### config.mk
export PLATFORM = sky130hd
export DESIGN_NAME = bdu_scheduler
export DESIGN_NICKNAME = d
export VERILOG_FILES = /design/src/rtl/knn_pkg.sv /design/src/rtl/bdu_bit_serializer.sv /design/src/rtl/bdu_scheduler.sv
export SDC_FILE = /design/constraint.sdc
export NUM_CORES = 1
export LEC_CHECK = 0
export CORE_MARGIN = 5
export CORE_UTILIZATION = 45
export CTS_CLUSTER_DIAMETER = 200
export DETAILED_ROUTE_END_ITERATION = 6
export HOLD_SLACK_MARGIN = 0.03
export PLACE_DENSITY_LB_ADDON = 0.25
export SKIP_CTS_REPAIR_TIMING = 1
export SLEW_MARGIN = 40
export SYNTH_ARGS = -nofsm -noshare
export SYNTH_HDL_FRONTEND = slang
export SYNTH_SLANG_ARGS = --single-unit
### constraint.sdc
create_clock -name clk -period 2.7 [get_ports clk]
set_input_delay 0.675 -clock clk [delete_from_list [all_inputs] [get_ports clk]]
set_output_delay 0.675 -clock clk [all_outputs]
set_load 0.01 [all_outputs]
### src/rtl/knn_pkg.sv
// Shared types for the KNN accelerator BDU scheduling path.
package knn_pkg;

  localparam int KNN_B = 32;

  typedef enum logic [1:0] {
    DIM_IDLE = 2'b00,
    DIM_X    = 2'b01,
    DIM_Y    = 2'b10,
    DIM_Z    = 2'b11
  } dim_code_e;

  typedef enum logic [2:0] {
    ST_IDLE    = 3'd0,
    ST_WAIT_R  = 3'd1,
    ST_CLEAR   = 3'd2,
    ST_STREAM  = 3'd3,
    ST_DRAIN   = 3'd4,
    ST_EMIT    = 3'd5,
    ST_RESOLVE = 3'd6
  } sched_state_e;

  // Interleave order x -> y -> z -> x.
  function automatic dim_code_e next_dim(input dim_code_e d);
    dim_code_e n;
    case (d)
      DIM_X:   n = DIM_Y;
      DIM_Y:   n = DIM_Z;
      default: n = DIM_X;
    endcase
    return n;
  endfunction

endpackage

### src/rtl/bdu_bit_serializer.sv
// Bit-position / dimension counters and MSB-first bit muxing for one BDU.
module bdu_bit_serializer
  import knn_pkg::*;
#(
  parameter int B = KNN_B
) (
  input  logic           clk,
  input  logic           rst,
  input  logic           i_load,
  input  logic           i_advance,
  input  logic           i_active,
  input  logic [3*B-1:0] i_q_point,
  input  logic [3*B-1:0] i_r_point,
  output logic           o_q_bit,
  output logic           o_r_bit,
  output logic [1:0]     o_code,
  output logic [6:0]     o_which_bit,
  output logic           o_stream_last
);

  localparam int PW = (B > 1) ? $clog2(B) : 1;

  logic [PW-1:0] r_p;
  dim_code_e     r_dim;
  logic [B-1:0]  w_q_dim;
  logic [B-1:0]  w_r_dim;

  // Counter update: load MSB/x, then step dimension, decrementing p after z.
  always_ff @(posedge clk) begin
    if (rst) begin
      r_p   <= '0;
      r_dim <= DIM_IDLE;
    end else if (i_load) begin
      r_p   <= PW'(B - 1);
      r_dim <= DIM_X;
    end else if (i_advance) begin
      r_dim <= next_dim(r_dim);
      if (r_dim == DIM_Z) begin
        r_p <= r_p - PW'(1);
      end
    end
  end

  // Select the current dimension slice from both points.
  always_comb begin
    w_q_dim = i_q_point[B-1:0];
    w_r_dim = i_r_point[B-1:0];
    case (r_dim)
      DIM_Y: begin
        w_q_dim = i_q_point[2*B-1:B];
        w_r_dim = i_r_point[2*B-1:B];
      end
      DIM_Z: begin
        w_q_dim = i_q_point[3*B-1:2*B];
        w_r_dim = i_r_point[3*B-1:2*B];
      end
      default: begin
        w_q_dim = i_q_point[B-1:0];
        w_r_dim = i_r_point[B-1:0];
      end
    endcase
  end

  assign o_q_bit       = i_active ? w_q_dim[r_p] : 1'b0;
  assign o_r_bit       = i_active ? w_r_dim[r_p] : 1'b0;
  assign o_code        = i_active ? r_dim : DIM_IDLE;
  assign o_which_bit   = i_active ? 7'({r_p, 1'b0}) : 7'd0;
  assign o_stream_last = i_active && (r_p == '0) && (r_dim == DIM_Z);

endmodule

### src/rtl/bdu_scheduler.sv
// Sequencing controller for one bit-serial distance unit.
// Optional counters stat_pruned/stat_emitted built when BDU_SCHED_STATS_EN is defined.
module bdu_scheduler
  import knn_pkg::*;
#(
  parameter int B   = KNN_B,
  parameter int IDW = 16
) (
  input  logic           clk,
  input  logic           rst,
  input  logic           q_valid,
  output logic           q_ready,
  input  logic [3*B-1:0] q_point,
  input  logic           r_valid,
  output logic           r_ready,
  input  logic [3*B-1:0] r_point,
  input  logic [IDW-1:0] r_id,
  input  logic           r_last,
  input  logic [2*B-1:0] threshold,
  output logic           bdu_rst,
  output logic           bdu_q_bit,
  output logic           bdu_r_bit,
  output logic [1:0]     bdu_code,
  output logic [6:0]     bdu_which_bit,
  output logic [2*B-1:0] bdu_threshold,
  input  logic           bdu_terminate,
  input  logic           bdu_done,
  input  logic [B-1:0]   bdu_partial_distance,
  output logic           res_valid,
  input  logic           res_ready,
  output logic [IDW-1:0] res_id,
  output logic [2*B-1:0] res_dist,
  output logic           query_done,
  output logic           busy
`ifdef BDU_SCHED_STATS_EN
  ,
  output logic [31:0]    stat_pruned,
  output logic [31:0]    stat_emitted
`endif
);

  if (B < 1 || B > 64) begin : g_b_range
    $error("bdu_scheduler: B must be in 1..64 (bdu_which_bit is 7 bits)");
  end

  sched_state_e   r_state;
  sched_state_e   w_next_state;
  logic [3*B-1:0] r_q_point;
  logic [3*B-1:0] r_r_point;
  logic [IDW-1:0] r_r_id;
  logic           r_r_last;
  logic [2*B-1:0] r_threshold;
  logic [IDW-1:0] r_res_id;
  logic [2*B-1:0] r_res_dist;
  logic           w_q_acc;
  logic           w_r_acc;
  logic           w_stream_last;

  assign w_q_acc = (r_state == ST_IDLE) && q_valid;
  assign w_r_acc = (r_state == ST_WAIT_R) && r_valid;

  // State register.
  always_ff @(posedge clk) begin
    if (rst) begin
      r_state <= ST_IDLE;
    end else begin
      r_state <= w_next_state;
    end
  end

  // Next-state logic; terminate wins over the final stream cycle.
  always_comb begin
    w_next_state = r_state;
    case (r_state)
      ST_IDLE:    w_next_state = q_valid ? ST_WAIT_R : ST_IDLE;
      ST_WAIT_R:  w_next_state = r_valid ? ST_CLEAR : ST_WAIT_R;
      ST_CLEAR:   w_next_state = ST_STREAM;
      ST_STREAM: begin
        if (bdu_terminate) begin
          w_next_state = ST_RESOLVE;
        end else if (w_stream_last) begin
          w_next_state = ST_DRAIN;
        end else begin
          w_next_state = ST_STREAM;
        end
      end
      ST_DRAIN:   w_next_state = bdu_done ? ST_EMIT : ST_RESOLVE;
      ST_EMIT:    w_next_state = res_ready ? ST_RESOLVE : ST_EMIT;
      ST_RESOLVE: w_next_state = r_r_last ? ST_IDLE : ST_WAIT_R;
      default:    w_next_state = ST_IDLE;
    endcase
  end

  // Query/candidate/threshold latches and the registered result.
  always_ff @(posedge clk) begin
    if (rst) begin
      r_q_point   <= '0;
      r_r_point   <= '0;
      r_r_id      <= '0;
      r_r_last    <= 1'b0;
      r_threshold <= '0;
      r_res_id    <= '0;
      r_res_dist  <= '0;
    end else begin
      if (w_q_acc) begin
        r_q_point <= q_point;
      end
      if (w_r_acc) begin
        r_r_point   <= r_point;
        r_r_id      <= r_id;
        r_r_last    <= r_last;
        r_threshold <= threshold;
      end
      if ((r_state == ST_DRAIN) && bdu_done) begin
        r_res_id   <= r_r_id;
        r_res_dist <= {{B{1'b0}}, bdu_partial_distance};
      end
    end
  end

  bdu_bit_serializer #(.B(B)) u_ser (
    .clk          (clk),
    .rst          (rst),
    .i_load       (r_state == ST_CLEAR),
    .i_advance    (r_state == ST_STREAM),
    .i_active     (r_state == ST_STREAM),
    .i_q_point    (r_q_point),
    .i_r_point    (r_r_point),
    .o_q_bit      (bdu_q_bit),
    .o_r_bit      (bdu_r_bit),
    .o_code       (bdu_code),
    .o_which_bit  (bdu_which_bit),
    .o_stream_last(w_stream_last)
  );

  assign q_ready       = (r_state == ST_IDLE);
  assign r_ready       = (r_state == ST_WAIT_R);
  assign bdu_rst       = rst || (r_state == ST_CLEAR);
  assign bdu_threshold = r_threshold;
  assign res_valid     = (r_state == ST_EMIT);
  assign res_id        = r_res_id;
  assign res_dist      = r_res_dist;
  assign query_done    = (r_state == ST_RESOLVE) && r_r_last;
  assign busy          = (r_state != ST_IDLE);

`ifdef BDU_SCHED_STATS_EN
  logic [31:0] r_stat_pruned;
  logic [31:0] r_stat_emitted;
  logic        w_prune;
  logic        w_emit;

  assign w_prune = ((r_state == ST_STREAM) && bdu_terminate) ||
                   ((r_state == ST_DRAIN) && !bdu_done);
  assign w_emit  = (r_state == ST_EMIT) && res_ready;

  // Saturating per-query counters, restarted on each query acceptance.
  always_ff @(posedge clk) begin
    if (rst || w_q_acc) begin
      r_stat_pruned  <= 32'd0;
      r_stat_emitted <= 32'd0;
    end else begin
      if (w_prune && (r_stat_pruned != 32'hFFFF_FFFF)) begin
        r_stat_pruned <= r_stat_pruned + 32'd1;
      end
      if (w_emit && (r_stat_emitted != 32'hFFFF_FFFF)) begin
        r_stat_emitted <= r_stat_emitted + 32'd1;
      end
    end
  end

  assign stat_pruned  = r_stat_pruned;
  assign stat_emitted = r_stat_emitted;
`endif

endmodule

==> results of run 1 <==
==> cell usage in the layout (no fill, tap or decap), drive strengths merged, types with 17 or more instances in the layout <==
cell / instances
a22oi: 24
dfxtp: 331
a21oi: 339
nand2: 673
clkdlybuf4s50: 425
conb: 34
buf: 104
clkbuf: 48
a221oi: 17
nor2: 17
a211oi: 18
==> power groups by stage <==
stage | sequential (W) | clock (W) | combinational, W
global placement | 0.00545 | 0 | 0.00183
floorplan | 0.00540 | 0 | 0.000961
finish | 0.00536 | 0.00523 | 0.00194
CTS | 0.00535 | 0.00532 | 0.00188
global route | 0.00538 | 0.00556 | 0.00211
detailed placement | 0.00546 | 0 | 0.00186
==> worst register-to-register path, cell delays in order, from the launching register on <==
cell and delay (ps):
dfxtp_1 310, buf_4 180, nand2b_1 190, nor2_1 170, buf_4 160, and2_4 330
buf_12 270, nand2_1 180, a21oi_1 140
==> layer usage <==
metal / routed length, um / up-vias / part of all wire (%)
met4: 1550 / 4 / 3.2
li1: - / 6678 / -
met1: 18400 / 6445 / 38
met2: 23900 / 566 / 49
met3: 4690 / 101 / 9.7
met5: 25 / - / 0.052
==> metrics by stage <==
stage | hold slack [ps] | instances | utilization (%) | worst slack, ps | setup TNS [ps]
after floorplan | 432 | 1780 | - | 148 | 0
after detailed placement | 443 | 2511 | 61.8 | -688 | -1300
after global placement | 436 | 2511 | 61.8 | -574 | -1090
after global routing | 461 | 2606 | 67.7 | -702 | -1370
after CTS | 450 | 2576 | 66.0 | -1250 | -4300
final | 449 | 2606 | 67.7 | -626 | -1210
==> worst paths after layout <==
check / start / end / cells past startpoint
worst max-delay path: u_ser.r_dim[0] / bdu_r_bit / 10
worst min-delay path: r_r_id[6] / res_id[6] / 2
worst max register to register: r_state[1] / r_r_point[79] / 8
worst min register to register: r_r_id[6] / res_id[6] / 2
==> cell families (layout without fill, tap and decap cells) <==
group | Yosys count | in the layout | synth area share, %
flops | 331 | 331 | 48.9
xor+xnor | 4 | 4 | 0.259
compound gates | 467 | 467 | 20.1
buf+inv | 186 | 617 | 7.44
other cells | 1 | 38 | 0.0277
mux | 11 | 11 | 1.10
simple gates | 742 | 743 | 21.6
fa+ha+maj | 5 | 5 | 0.462
==> synthesized netlist by cell type (4+ instances only) <==
cell	count
nor2_1	15
buf_4	44
buf_6	11
a221o_1	6
buf_2	46
nand2b_1	6
buf_1	6
o21ai_0	4
a211oi_1	17
mux2i_1	7
a21oi_1	339
a22oi_1	23
nand3_1	7
a221oi_1	17
o22ai_1	12
nor3_1	9
nand2_1	672
nand4_1	10
a31oi_1	9
o211ai_1	5
ha_1	5
dfxtp_1	331
clkbuf_1	69
a22o_1	13
nor2b_1	5
inv_1	5
==> final cells by class <==
class / instances / area, sq um
Inverter: 9 / 37.5
Clock inverter: 21 / 275
Sequential cell: 331 / 6630
Clock buffer: 44 / 982
Timing Repair Buffer: 543 / 5460
Antenna cell: 4 / 10.0
Fill cell: 2469 / 9610
Multi-Input combinational cell: 1264 / 6220
Tap cell: 390 / 488
==> sequential cells by signal, summed over array words and instances, names as in the netlist <==
name / cells
r_r_point: 96
r_r_id: 16
res_id: 16
r_state: 3
bdu_threshold: 64
r_q_point: 96
u_ser.r_p: 5
r_r_last: 1
u_ser.r_dim: 2
res_dist: 32
==> out/metrics.cfg, run 1 <==
[floorplan]
die_h_um=183
rows=63
design.portCount=473
die_w_um=183
initial_core_util_pct=45.6
design.core.area_sq_mm=0.0297
die_area_sq_mm=0.0337

[clock_network]
cts_root_buffer=clkbuf_16
h-tree-depth=2
cts_tree=done
cts.sinks=331
clk_path_buf_depth=3
numCtsBuffers=37
clk_pin_slew_ps=60
clock_latency_ps=530

[global_routing]
grt_pass1_wl_mm=72.8
grt_use_met1_pct=32.0
track_usage_pct=26.8
grt_use_met3_pct=8.63
grt_pass1_vias=13400
grt-busiest-layer=met2
grt.overflow.total=0
grt_start_max_net_pins=171
grt_use_met2_pct=45.7
antenna_found_initial=6

[worst_setup_path]
path_buf_inv=3
cp-end-kind=output port
cp.required_ps=2030
slowest_stage=dfxtp_2
cpLargestDelayFamily=compound AO/OA/AOI/OAI gates
path_max_fanout=6
ff2ff_setup_slack_ps=700
cpPeakStageDelay_ps=340
critical_path_arrival_ps=2650
path_class=register to output port
startpoint_type=register
crit_chain=inv_2 -> ha_4 -> buf_4 -> or2_4 -> o22ai_2 -> o41ai_2 -> nor3_2 -> a41oi_2 -> a311oi_2 -> buf_2

[pwr]
power.switching_w=0.00322
p_per_area_mw_per_mm2=623
swShare_pct=25.7
intPower_w=0.00931
combPwrFrac_pct=15.4
totalPowerFinal_w=0.0125
p_leak_nw=7.30
pwr-share-seq_pct=42.8
pwr-share-clk_pct=41.7
ir_worst_vdd_mv=0.485

[sta]
finalCritPeriodShare_pct=123
relSlewSlack_pct=45.4
worst_slack_ps=-626
max_slew.worst_pin.slew_ps=819
fmax_mhz=301
setup_viol=2
fin_skew_ps=12.8
timing.final.crit_period_ps=3330
rsz0062_at_grt=true
slew_viol_final=0
hold_violations=0

[logic_synthesis]
synth_area_leaders=dfxtp_1, nand2_1, a21oi_1
synthFlopType=dfxtp_1
ys_ff_latch=331
synth_top_area_share_pct=48.9
yosys.area.top_type=dfxtp_1
syn_avg_cell_area_sq_um=7.75
ys.warnings.count=0
netlist_area_sq_mm=0.0135
synthDistinctLibCells=63
synthArstFlopShare_pct=0
syn-instance-count=1747
synth_edf_count=0
yosysSeqAreaShare_pct=48.9

[cells_and_area]
drive_gt1_share_pct=10.1
nets=2503
final_cell_area_sq_mm=0.0201
syn2layout_area_growth_pct=48.5

[detailed_routing]
wl_per_cell_um=18.6
vias=13800
avgViaCountPerCell=5.29
firstDrtPassIters=6
drt-total-wl_mm=48.5
ant_nets=0
drt_iter0_markers=1134
drc=0

[job]
maxCapViolations=0

[placed_design]
port_buffers=438
finalWeightedCongestion=0.883
dp_hpwl_mm=34.8
placed_area_sq_mm=0.0184

[run_status]
violations=negative setup slack
status=finished with violations

[worst_hold_path]
hold_class=register to register

Note: power is estimated with default switching activity, not from simulation.
==> run 2: changes to the inputs <==
--- a/config.mk
+++ b/config.mk
@@ -11,7 +11,6 @@
 export DETAILED_ROUTE_END_ITERATION = 6
 export HOLD_SLACK_MARGIN = 0.03
 export PLACE_DENSITY_LB_ADDON = 0.25
-export SKIP_CTS_REPAIR_TIMING = 1
 export SLEW_MARGIN = 40
 export SYNTH_ARGS = -nofsm -noshare
 export SYNTH_HDL_FRONTEND = slang
==> out/metrics.cfg, run 2 (synthesis gave the netlist of run 1 again) <==
[worst_setup_path]
reg2reg_from=r_state[1]  ; unchanged
startpoint=u_ser.r_dim[0]  ; unchanged
path_max_fanout=8  ; was 6
ff2ff_setup_slack_ps=690  ; was 700 ps
cp-endpoint=bdu_r_bit  ; unchanged
cp.required_ps=2030  ; about the same
cp-end-kind=output port  ; unchanged
critical_path_arrival_ps=2630  ; was 2650 ps
timing.rr.end=r_r_point[79]  ; unchanged
path_class=register to output port  ; unchanged
r2r_cells=8  ; unchanged
startpoint_type=register  ; unchanged

[clock_network]
numCtsBuffers=37  ; unchanged
clock_latency_ps=530  ; about the same
cts_hold_buf=0
h-tree-depth=2  ; unchanged
clk_pin_slew_ps=60  ; about the same
cts.sinks=331  ; unchanged
cts_tree=done  ; unchanged
cts_root_buffer=clkbuf_16  ; unchanged
clk_path_buf_depth=3  ; unchanged

[run_status]
status=finished with violations  ; unchanged
violations=negative setup slack  ; unchanged

[sta]
finalSetupTns_ps=-1160  ; was -1210 ps
fin_skew_ps=15.1  ; was 12.8 ps
setup_viol=2  ; unchanged
finalCritPeriodShare_pct=122  ; was 123%
fmax_mhz=303  ; was 301 MHz
hold_violations=0  ; unchanged
slew_viol_final=0  ; unchanged
worst_slack_ps=-605  ; was -626 ps
holdWs_ps=449  ; about the same
timing.final.crit_period_ps=3300  ; was 3330 ps
relSlewSlack_pct=46.2  ; was 45.4%
max_slew.worst_pin.slew_ps=807  ; was 819 ps
rsz0062_at_grt=true  ; unchanged

[worst_hold_path]
min_delay_path_depth=2  ; unchanged
hold_class=register to register  ; unchanged

[detailed_routing]
ant_nets=0  ; unchanged
avgViaCountPerCell=5.26  ; was 5.29
wl_per_cell_um=18.5  ; was 18.6 um
firstDrtPassIters=6  ; unchanged
drt-total-wl_mm=47.9  ; was 48.5 mm
drt_iter0_markers=1001  ; was 1134
vias=13600  ; was 13800
drc=0  ; unchanged

[floorplan]
initial_core_util_pct=45.6  ; unchanged
rows=63  ; unchanged
die_h_um=183  ; unchanged
design.core.area_sq_mm=0.0297  ; unchanged
die_area_sq_mm=0.0337  ; unchanged
die_w_um=183  ; unchanged
design.portCount=473  ; unchanged

[pwr]
p_per_area_mw_per_mm2=630  ; was 623 mW/mm^2
ir_worst_vdd_mv=0.485  ; about the same
p_leak_nw=7.07  ; was 7.30 nW
swShare_pct=25.7  ; about the same
intPower_w=0.00931  ; about the same
power.switching_w=0.00322  ; about the same
pwr-share-clk_pct=41.8  ; was 41.7%
combPwrFrac_pct=15.4  ; about the same
pwr-share-seq_pct=42.8  ; about the same

[cells_and_area]
nets=2485  ; was 2503
final_cell_mix=nand2_1, clkdlybuf4s50_1, a21oi_1  ; unchanged
drive_gt1_share_pct=9.30  ; was 10.1%
syn2layout_area_growth_pct=46.8  ; was 48.5%
layout_commonest_cell=nand2_1  ; unchanged
final_core_util_pct=66.9  ; was 67.7%

[placed_design]
port_buffers=438  ; unchanged
dp_hpwl_mm=34.8  ; unchanged
finalWeightedCongestion=0.883  ; unchanged

[global_routing]
grt_pass1_wl_mm=73.1  ; was 72.8 mm
grt_start_max_net_pins=171  ; unchanged
grt_pass1_vias=13500  ; was 13400
antenna_found_initial=6  ; unchanged
grt.overflow.total=0  ; unchanged
track_usage_pct=27.0  ; was 26.8%

[job]
maxCapViolations=0  ; unchanged

## run 2: how the worst min path moves through the flow
stage                             from           end
after floorplan           r_r_point[0]  r_r_point[0]
after global placement       r_r_id[1]     res_id[1]
after detailed placement    r_r_id[13]    res_id[13]
after CTS                    r_r_id[8]     res_id[8]
after global routing        r_r_id[13]    res_id[13]
final                        r_r_id[6]     res_id[6]
## run 2: routing by layer
| metal | vias to the layer above | track usage [%] | share of wire [%] |
|---|---|---|---|
| met5 | - | 0 | 0.052 |
| met4 | 4 | 9.42 | 3.5 |
| met3 | 104 | 8.63 | 9.4 |
| met2 | 544 | 46.0 | 49 |
| met1 | 6327 | 32.0 | 38 |
| li1 | 6646 | - | - |
## run 2: power by group through the flow
stage	Sequential, W	Combinational, W	Clock (W)
floorplan	0.00540	0.000961	0
global placement	0.00545	0.00183	0
detailed placement	0.00546	0.00186	0
CTS	0.00536	0.00190	0.00532
global route	0.00538	0.00210	0.00556
finish	0.00536	0.00192	0.00524
## run 2: stage by stage
step,instance area (sq um),total power (W),cells,setup slack (ps)
floorplan,13700,0.00636,1780,148
global placement,18400,0.00729,2511,-574
detailed placement,18400,0.00732,2511,-688
CTS,19800,0.0126,2583,-643
global route,19900,0.0130,2588,-654
finish,19900,0.0125,2588,-605
## run 2: timing repair
action,CTS,global route
cloned,0,0
setup endpoints to repair,13,5
buffers inserted,7,2
endpoints found under the hold margin,0,0
gates resized for setup,50,24
pin swaps,13,18
## run 2: final cells by class
type	count	area, sq um
multi-input cells	1263	6210
repair buffers	526	5240
well taps	390	488
fillers	2481	9840
inverters	9	35.0
clock inverters	21	275
clock buffers	44	982
flip-flops and latches	331	6630
diodes	4	10.0
## run 2: worst max-delay path, cell delays in order, from the launching register on
cell and delay, ps:
dfxtp_2 330, buf_6 120, ha_4 190, nor2_4 120, buf_8 150, nand2_4 50, a311oi_2 260, a21oi_1 70
o2111a_1 270, a311oi_2 340, buf_2 200
